$ cat src/rtl/score_event_arbiter.sv
// score_event_arbiter: latches rising-edge good/bad events from NREQ sources,
// picks one source round-robin (bad before good within a source), and emits
// single-cycle goodColl/badColl pulses spaced by a GAP-cycle cooldown.
module score_event_arbiter #(
  parameter int NREQ = 4,
  parameter int GAP  = 2
) (
  input  logic                    clk,
  input  logic                    nRst,
  input  logic [NREQ-1:0]         goodReq,
  input  logic [NREQ-1:0]         badReq,
  input  logic                    gameComplete,
  output logic                    goodColl,
  output logic                    badColl,
  output logic [$clog2(NREQ)-1:0] grantId,
  output logic                    busy,
  output logic                    dropped
);

  localparam int IW = $clog2(NREQ);
  localparam logic [3:0] GAP_LOAD = (GAP > 0) ? 4'(GAP - 1) : 4'd0;

  typedef enum logic [1:0] {S_IDLE, S_ISSUE, S_GAP} state_t;

  state_t          state, state_next;
  logic [NREQ-1:0] good_q, bad_q;
  logic [NREQ-1:0] pend_g, pend_b;
  logic [NREQ-1:0] rise_g, rise_b;
  logic [NREQ-1:0] clr_g, clr_b;
  logic [IW-1:0]   rr_ptr, winner;
  logic [3:0]      gap_cnt;
  logic            found, take, choose_bad;
  int unsigned     idx;

  assign rise_g = goodReq & ~good_q;
  assign rise_b = badReq & ~bad_q;
  assign busy   = (state != S_IDLE);

  // Round-robin scan starting just after the last granted source.
  always_comb begin
    winner = '0;
    found  = 1'b0;
    idx    = 0;
    for (int unsigned k = 1; k <= NREQ; k++) begin
      idx = (int'(rr_ptr) + k) % NREQ;
      if (!found && (pend_g[idx] || pend_b[idx])) begin
        found  = 1'b1;
        winner = IW'(idx);
      end
    end
  end

  // Next-state logic; take marks the IDLE->ISSUE transition.
  always_comb begin
    state_next = state;
    take       = 1'b0;
    case (state)
      S_IDLE: begin
        if (!gameComplete && |(pend_g | pend_b)) begin
          take       = 1'b1;
          state_next = S_ISSUE;
        end
      end
      S_ISSUE: state_next = (GAP > 0) ? S_GAP : S_IDLE;
      S_GAP:   if (gap_cnt == 4'd0) state_next = S_IDLE;
      default: state_next = S_IDLE;
    endcase
  end

  // Which pending flag the current grant consumes.
  always_comb begin
    choose_bad = pend_b[winner];
    clr_g      = '0;
    clr_b      = '0;
    if (take) begin
      if (choose_bad) clr_b = NREQ'(1) << winner;
      else            clr_g = NREQ'(1) << winner;
    end
  end

  // FSM state register.
  always_ff @(posedge clk) begin
    if (!nRst) state <= S_IDLE;
    else       state <= state_next;
  end

  // Edge history, pending flags, pulse outputs, pointer and gap counter.
  always_ff @(posedge clk) begin
    if (!nRst) begin
      good_q   <= '0;
      bad_q    <= '0;
      pend_g   <= '0;
      pend_b   <= '0;
      goodColl <= 1'b0;
      badColl  <= 1'b0;
      grantId  <= '0;
      dropped  <= 1'b0;
      rr_ptr   <= IW'(NREQ - 1);
      gap_cnt  <= '0;
    end else begin
      good_q   <= goodReq;
      bad_q    <= badReq;
      goodColl <= take && !choose_bad;
      badColl  <= take && choose_bad;
      if (take) begin
        grantId <= winner;
        rr_ptr  <= winner;
      end
      if (state == S_ISSUE)
        gap_cnt <= GAP_LOAD;
      else if (state == S_GAP && gap_cnt != 4'd0)
        gap_cnt <= gap_cnt - 4'd1;
      // A rise landing on a flag being consumed this cycle re-arms it rather than dropping.
      if (gameComplete) begin
        pend_g  <= '0;
        pend_b  <= '0;
        dropped <= 1'b0;
      end else begin
        pend_g  <= (pend_g & ~clr_g) | rise_g;
        pend_b  <= (pend_b & ~clr_b) | rise_b;
        dropped <= |(rise_g & pend_g & ~clr_g) | |(rise_b & pend_b & ~clr_b);
      end
    end
  end

endmodule

$ cat config.mk
export PLATFORM = sky130hd
export DESIGN_NAME = score_event_arbiter
export DESIGN_NICKNAME = d
export VERILOG_FILES = /design/src/rtl/score_event_arbiter.sv
export SDC_FILE = /design/constraint.sdc
export NUM_CORES = 1
export LEC_CHECK = 0
export BUFFER_PORTS_ARGS = -buffer_cell sky130_fd_sc_hd__buf_2
export CAP_MARGIN = 40
export CORE_MARGIN = 3
export CORE_UTILIZATION = 55
export DETAILED_ROUTE_END_ITERATION = 10
export PLACE_DENSITY = 0.85
export SLEW_MARGIN = 20
export SYNTH_ARGS = -nofsm -noshare
export SYNTH_HDL_FRONTEND = slang
export SYNTH_SLANG_ARGS = --single-unit
export TNS_END_PERCENT = 10
$ cat constraint.sdc
create_clock -name clk -period 3.42 [get_ports clk]
set_clock_uncertainty 0.1 [all_clocks]
set_input_delay 0.684 -clock clk [delete_from_list [all_inputs] [get_ports clk]]
set_output_delay 0.684 -clock clk [all_outputs]
set_load 0.01 [all_outputs]
==> results of run 1 <==
-- layer usage --
layer,track usage,vias up
met3,0.06497,10
met5,0,-
met4,0.09831,0
met1,0.2822,540
met2,0.3159,39
li1,-,597
-- synth_stat cells, drive strengths merged (2+ instances only) --
| library cell | instances | area share |
|---|---|---|
| a211oi | 2 | 0.011 |
| a21boi | 2 | 0.011 |
| a21oi | 12 | 0.047 |
| a31oi | 2 | 0.0092 |
| and2 | 11 | 0.050 |
| buf | 3 | 0.015 |
| dfxtp | 29 | 0.42 |
| inv | 10 | 0.027 |
| mux2i | 2 | 0.015 |
| nand2 | 10 | 0.029 |
| nand2b | 10 | 0.046 |
| nand3 | 3 | 0.015 |
| nor2 | 19 | 0.052 |
| nor2b | 2 | 0.0092 |
| nor3 | 2 | 0.0073 |
| o21ai | 13 | 0.048 |
| or2 | 3 | 0.014 |
| or4 | 2 | 0.016 |
| xor2 | 2 | 0.013 |
-- power by group through the flow --
stage | clock network [W] | logic [W] | registers (W)
3_3_place_gp | 0 | 0.000125 | 0.000381
2_1_floorplan | 0 | 0.0000936 | 0.000378
3_5_place_dp | 0 | 0.000127 | 0.000382
6_report | 0.000231 | 0.000128 | 0.000374
4_1_cts | 0.000239 | 0.000128 | 0.000374
5_1_grt | 0.000256 | 0.000142 | 0.000378
-- worst max-delay path, stage by stage (launching register included) --
cell      delay [ps]
dfxtp_1          540
o21bai_1         190
o311a_1          160
o21ai_1          500
a21boi_0         180
o32ai_1          310
a41oi_1          140
-- state kept, by name, indices dropped and copies added, names as in the netlist --
signal and cells:
gap_cnt 4, good_q 4, rr_ptr 2, pend_b 4, bad_q 4, pend_g 4, state 2, grantId 2
dropped 1, badColl 1, goodColl 1
-- worst paths after layout --
kind,startpoint,endpoint,slack [ps],cells after the start
max,pend_b[3]$_SDFF_PP0_,dropped$_SDFF_PP0_,1180,6
min,grantId[1]$_SDFFE_PN0P_,grantId[1]$_SDFFE_PN0P_,370,2
max reg2reg,pend_b[3]$_SDFF_PP0_,dropped$_SDFF_PP0_,1180,6
min reg2reg,grantId[1]$_SDFFE_PN0P_,grantId[1]$_SDFFE_PN0P_,370,2
-- logic make-up (layout without fill, tap and decap cells) --
logic type               count (synthesis)  after routing  share of synthesized area
AO/OA/AOI/OAI                           46             46                     0.2234
multiplexers                             2              2                    0.01465
XOR/XNOR                                 2              2                    0.01282
AND/OR/NAND/NOR                         66             66                     0.2702
flip-flops                              29             29                     0.4249
buffers and inverters                   14             34                    0.04487
adder cells (fa/ha/maj)                  1              1                   0.009156
-- through the flow --
step,worst slack [ps],area (µm²)
6_report,1184,1528
5_1_grt,1002,1528
4_1_cts,1201,1528
3_5_place_dp,1217,1458
3_3_place_gp,1269,1458
2_1_floorplan,1479,1366
-- layout by cell type, fill, tap and decap left out, drive strengths merged, types with 2 or more instances in the layout --
master / n
nand3: 3
buf: 16
a31oi: 2
and2: 11
or4: 2
a211oi: 2
nor2b: 2
nor3: 2
xor2: 2
clkbuf: 7
a21oi: 12
o21ai: 13
mux2i: 2
nand2b: 10
nor2: 19
dfxtp: 29
a21boi: 2
inv: 10
or2: 3
nand2: 10
-- layout make-up --
class / count / area (µm²)
clock buffer: 7 / 65.06
inverter: 10 / 37.54
fill: 195 / 748.2
tap: 28 / 35.03
clock inverter: 1 / 5.005
multi-input combinational: 117 / 724.4
timing repair buffer: 16 / 80.08
sequential: 29 / 580.6
==> qor.txt, run 1 <==
Post-CTS Hold Buffers - 0
worst-margin pin slew - 620.7 ps
clk slew on worst S/H paths - 90 ps
Worst setup EP type - register
P per Cell Area - 480.1 mW/mm²
Psw - 0.0002028 W
Post-synth ARST share - 0
Sw Share - 0.2765
max-cap violations - 0
critical path startpoint category - register
TritonCTS clock tree - yes
Reg power frac - 0.510
antenna viol nets, final - 0
max_slew headroom - 0.5834
Vias/cell - 5.702
critical path peak fanout - 10
WL final - 3028 µm
maximum vdd drop - 371.3 µV
WL met2 - 1294 µm
sequential fraction of the synthesis area - 0.4249
Main synth FF type - dfxtp_1
Setup Buffers After CTS - 0
met3 wire len - 215 µm
setup violators final - 0
fin nets - 191
post-synthesis register bit count - 29
Tot Pwr - 0.0007335 W
total CTS buffers - 5
Setup Crit Path Kind - reg2reg
Min Hold Slack - 372.4 ps
post-cts repair resize count - 0
Die W - 55.84 µm
die area - 0.003118 mm²
unrepaired setup endpoints after global routing - false
final worst path period need - 2236 ps
drt first pass iters - 4
Cells after Synth - 160
row count - 17
hold crit path type - reg2reg
Lkg Pwr - 0.6411 nW
first-pass GRT wire length - 5181 µm
buffers added on ports - 16
GRT Total Usage - 0.2128
Root Buffer - clkbuf_4
Initial DRC Count - 48
via count - 1186
routability congestion estimate - 0.9722
clock sinks - 29
initial antenna violation count - 0
clock buffer depth - 2
Post-synth EDFFs - 0
area delta synth->final - 11.81%
Ant. Diodes - 0
largest net degree at the start of global routing - 18
Tcrit/Tclk final - 0.6539
uppermost layer routed - met4
Post-Place Cells - 200
Wirelength per Cell - 14.56 µm
Synth Area per Inst - 8.539 µm²
core area - 0.002276 mm²
Hold Fails Final Rpt - 0
synthesized area - 0.001366 mm²
synth unique cells - 47
CP arrival - 2330 ps
wire length on met1 - 1423 µm
Yosys Warn Count - 0
Non-Filler Instances - 208
DRC Markers - 0
H-Tree Depth - 2
synthesized net count - 172
end-of-flow core utilization - 0.6712
layout cells sized above 1 - 0.1889
Pint - 0.0005307 W
total grt overflow - 0
vias in the first global route - 1169
Clk Latency, worst-skew pair - 320 ps
Die Y - 55.84 µm
setup tns final - 0 ps
Gate power share - 0.175
initial core utilization - 0.6003
Req. time, crit path - 3510 ps
FMAX - 447.2 MHz
post-DP HPWL - 2384 µm
outcome - finished clean
max-slew violations - 0
clock share of power - 0.315
I/O pins - 17
Note: power is estimated with default switching activity, not from simulation.
==> run 2, diff against run 1 <==
Settings changed: ABC_AREA from default to 1, PLACE_DENSITY 0.85 to 0.84.
Clock period 3.42 ns to 2.2 ns, I/O delays scaled along.
==> run 2 against run 1 <==
- the flow now finishes with violations (negative setup slack)
- fmax down 1.8%
- wire length grew 45%
- synthesized area increased by 27%
- register-to-register slack lost 1300 ps
- power rose by 140%
- hold slack worse by 170 ps
- count of clock-buffer cells in the layout is the same
- sequential power grew 58%
- worst setup slack worse by 1300 ps
- die area rose by 24%
- non-clock buffer count up 14
- clock power rose by 59%
==> qor.txt, run 2 <==
outcome - finished with violations
failing checks - negative setup slack
Non-Filler Instances - 329 (+58%)
clock sinks - 29 (unchanged)
WL final - 4392 µm (+45%)
P per Cell Area - 806.5 mW/mm² (+68%)
antenna viol nets, final - 0 (unchanged)
total grt overflow - 0 (unchanged)
Cells after Synth - 254 (+59%)
Psw - 0.0007218 W (+260%)
Lkg Pwr - 1.041 nW (+62%)
Initial DRC Count - 120 (+150%)
maximum vdd drop - 646.7 µV (+74%)
final worst path period need - 2278 ps (+41.23 ps)
worst path cell trace - inv_1, nand2_1, nand2_2, nand3_2, nand2_4, a21oi_4, nand2_4, buf_4, nand3_1, nand3_2, nand2_2, nand3_2, nand2_2, nand3_2, nor2_2, nor2_1
Ant. Diodes - 0 (unchanged)
commonest non-fill, non-tap cell in the layout - nand2_1
synthesized area - 0.001738 mm² (+27%)
Vias/cell - 5.395 (-5.4%)
largest net degree at the start of global routing - 15 (-3)
area delta synth->final - 25.85%
die area - 0.003870 mm² (+24%)
DRC Markers - 0 (unchanged)
Sw Share - 0.4092 (+0.1327)
row count - 19 (+2)
vias in the first global route - 1453 (+24%)
Hold Fails Final Rpt - 0 (unchanged)
synthesized net count - 266 (+55%)
initial antenna violation count - 0 (unchanged)
Yosys Warn Count - 0 (unchanged)
Die W - 62.21 µm (+11%)
CP max stage delay - 440 ps (-100 ps)
setup violators final - 2 (+2)
clock buffer depth - 2 (unchanged)
clk slew on worst S/H paths - 90 ps (about the same)
top cells by instance count after synthesis - nand2_1 (72), inv_1 (32), dfxtp_1 (29)
Gate power share - 0.457 (+0.282)
core area - 0.002877 mm² (+26%)
Post-CTS Hold Buffers - 0 (unchanged)
unrepaired setup endpoints after global routing - true
post-synthesis register bit count - 29 (unchanged)
Pint - 0.001042 W (+96%)
slowest CP cell - dfxtp_1
Min Hold Slack - 198.9 ps (-173.6 ps)
initial core utilization - 0.6042 (+0.003846)
hold crit path type - in2reg
Wirelength per Cell - 13.35 µm (-8.3%)
Reg power frac - 0.335 (-0.175)
post-DP HPWL - 2792 µm (+17%)
Setup Crit Path Kind - reg2reg
max_slew headroom - 0.5823 (-0.001167)
H-Tree Depth - 2 (unchanged)
Post-synth EDFFs - 0 (unchanged)
max-slew violations - 0 (unchanged)
Worst setup EP type - register
routability congestion estimate - 0.9519 (-2.1%)
critical path peak fanout - 5 (-5)
Clk Latency, worst-skew pair - 320 ps (about the same)
Synth Area per Inst - 6.842 µm² (-20%)
buffers added on ports - 16 (unchanged)
most frequent cells in the layout - nand2_1 (55), inv_1 (31), nand2_2 (29), dfxtp_1 (23), nor2_1 (17)
Req. time, crit path - 2320 ps (-1190 ps)
setup ws final - -77.58 ps (-1261 ps)
Main synth FF type - dfxtp_1
first-pass GRT wire length - 6417 µm (+24%)
synth top area cells - dfxtp_1 (33%), nand2_1 (16%), inv_1 (6.9%)
I/O pins - 17 (unchanged)
GRT Total Usage - 0.2014 (-0.01139)
critical path startpoint category - register
CP arrival - 2400 ps (+70 ps)
most used cell, CP - nand3_2
Die Y - 62.21 µm (+11%)
max-cap violations - 0 (unchanged)
Post-synth ARST share - 0 (unchanged)
leading area contributor after synthesis - dfxtp_1
layout cells sized above 1 - 0.4077 (+0.2188)
TritonCTS clock tree - yes
top cell type's share of synthesized area - 0.3341 (-0.09086)
sequential fraction of the synthesis area - 0.3341 (-0.09086)
clock share of power - 0.208 (-0.107)
FMAX - 439.1 MHz (-1.8%)
worst-margin pin slew - 622.4 ps (+1.697 ps)
Root Buffer - clkbuf_4
Post-Place Cells - 313 (+56%)
Tcrit/Tclk final - 1.035 (+0.3814)
count leader, synth - nand2_1
drt first pass iters - 5 (+1)
synth unique cells - 31 (-34%)
via count - 1775 (+50%)
total CTS buffers - 5 (unchanged)
fin nets - 298 (+56%)
[run 2: stage by stage]
| step | setup slack, ps | TNS [ps] | area, µm² | total power (W) | util |
|---|---|---|---|---|---|
| final | -77.58 | -85.03 | 2187 | 0.001764 | 0.7603 |
| after CTS | 3.369 | 0 | 1941 | 0.001540 | 0.6746 |
| after global placement | 101.1 | 0 | 1864 | 0.001153 | 0.6481 |
| after floorplan | 282.6 | 0 | 1738 | 0.001069 | - |
| after global routing | -269.4 | -830.4 | 2187 | 0.001862 | 0.7603 |
| after detailed placement | 14.61 | 0 | 1864 | 0.001167 | 0.6481 |
[run 2: layer usage]
layer,wire length (µm),global-route usage,share of wire
met1,1799,0.2606,0.41
met5,0,0,0
met3,325,0.04865,0.074
met4,176,0.09116,0.040
met2,2091,0.3172,0.48
[run 2: critical path: cells and delay by family (launching register included)]
family                 cells  cell delay [ps]
AND/OR/NAND/NOR           13             1180
buffers and inverters      2              250
AO/OA/AOI/OAI              1              190
flip-flops                 1              440
[run 2: logic make-up (layout without fill, tap and decap cells)]
logic type	Yosys count	count (layout)	synth area share
AOI/OAI and AO/OA	27	27	0.09648
adders and majority gates	1	1	0.007198
DFF	29	29	0.3341
buffers and inverters	43	76	0.1159
and+or+nand+nor	153	153	0.4413
xor gates and xnor gates	1	1	0.005041
[run 2: worst paths after layout]
| path | endpoint | start | cells past startpoint | slack, ps |
|---|---|---|---|---|
| hold reg to reg | grantId[1]$_SDFFE_PN0P_ | grantId[1]$_SDFFE_PN0P_ | 2 | 380 |
| hold / removal | good_q[0]$_SDFF_PN0_ | goodReq[0] | 3 | 200 |
| setup reg to reg | dropped$_SDFF_PP0_ | pend_g[3]$_SDFF_PP0_ | 16 | -80 |
| setup / recovery | dropped$_SDFF_PP0_ | pend_g[3]$_SDFF_PP0_ | 16 | -80 |
[run 2: cell type report]
cell class	count	area, µm²
Tap cell	42	52.55
Sequential cell	29	593.1
Inverter	38	165.2
Clock buffer	7	65.06
Multi-Input combinational cell	182	1106
Timing Repair Buffer	30	200.2
Clock inverter	1	5.005
Fill cell	194	689.4
[run 2: power groups by stage]
stage	clock network (W)	registers [W]	logic, W
after floorplan	0	0.000596	0.000473
after global placement	0	0.000592	0.000561
after detailed placement	0	0.000594	0.000573
after CTS	0.000375	0.000583	0.000581
after global routing	0.000399	0.000595	0.000868
final	0.000367	0.000591	0.000806
[run 2: repair_timing]
action                                  in CTS  in global routing
gates resized for setup                      2                 56
cloned                                       0                  1
buffers inserted                             0                  7
endpoints found under the setup margin       1                  4
pin swaps                                    0                 25
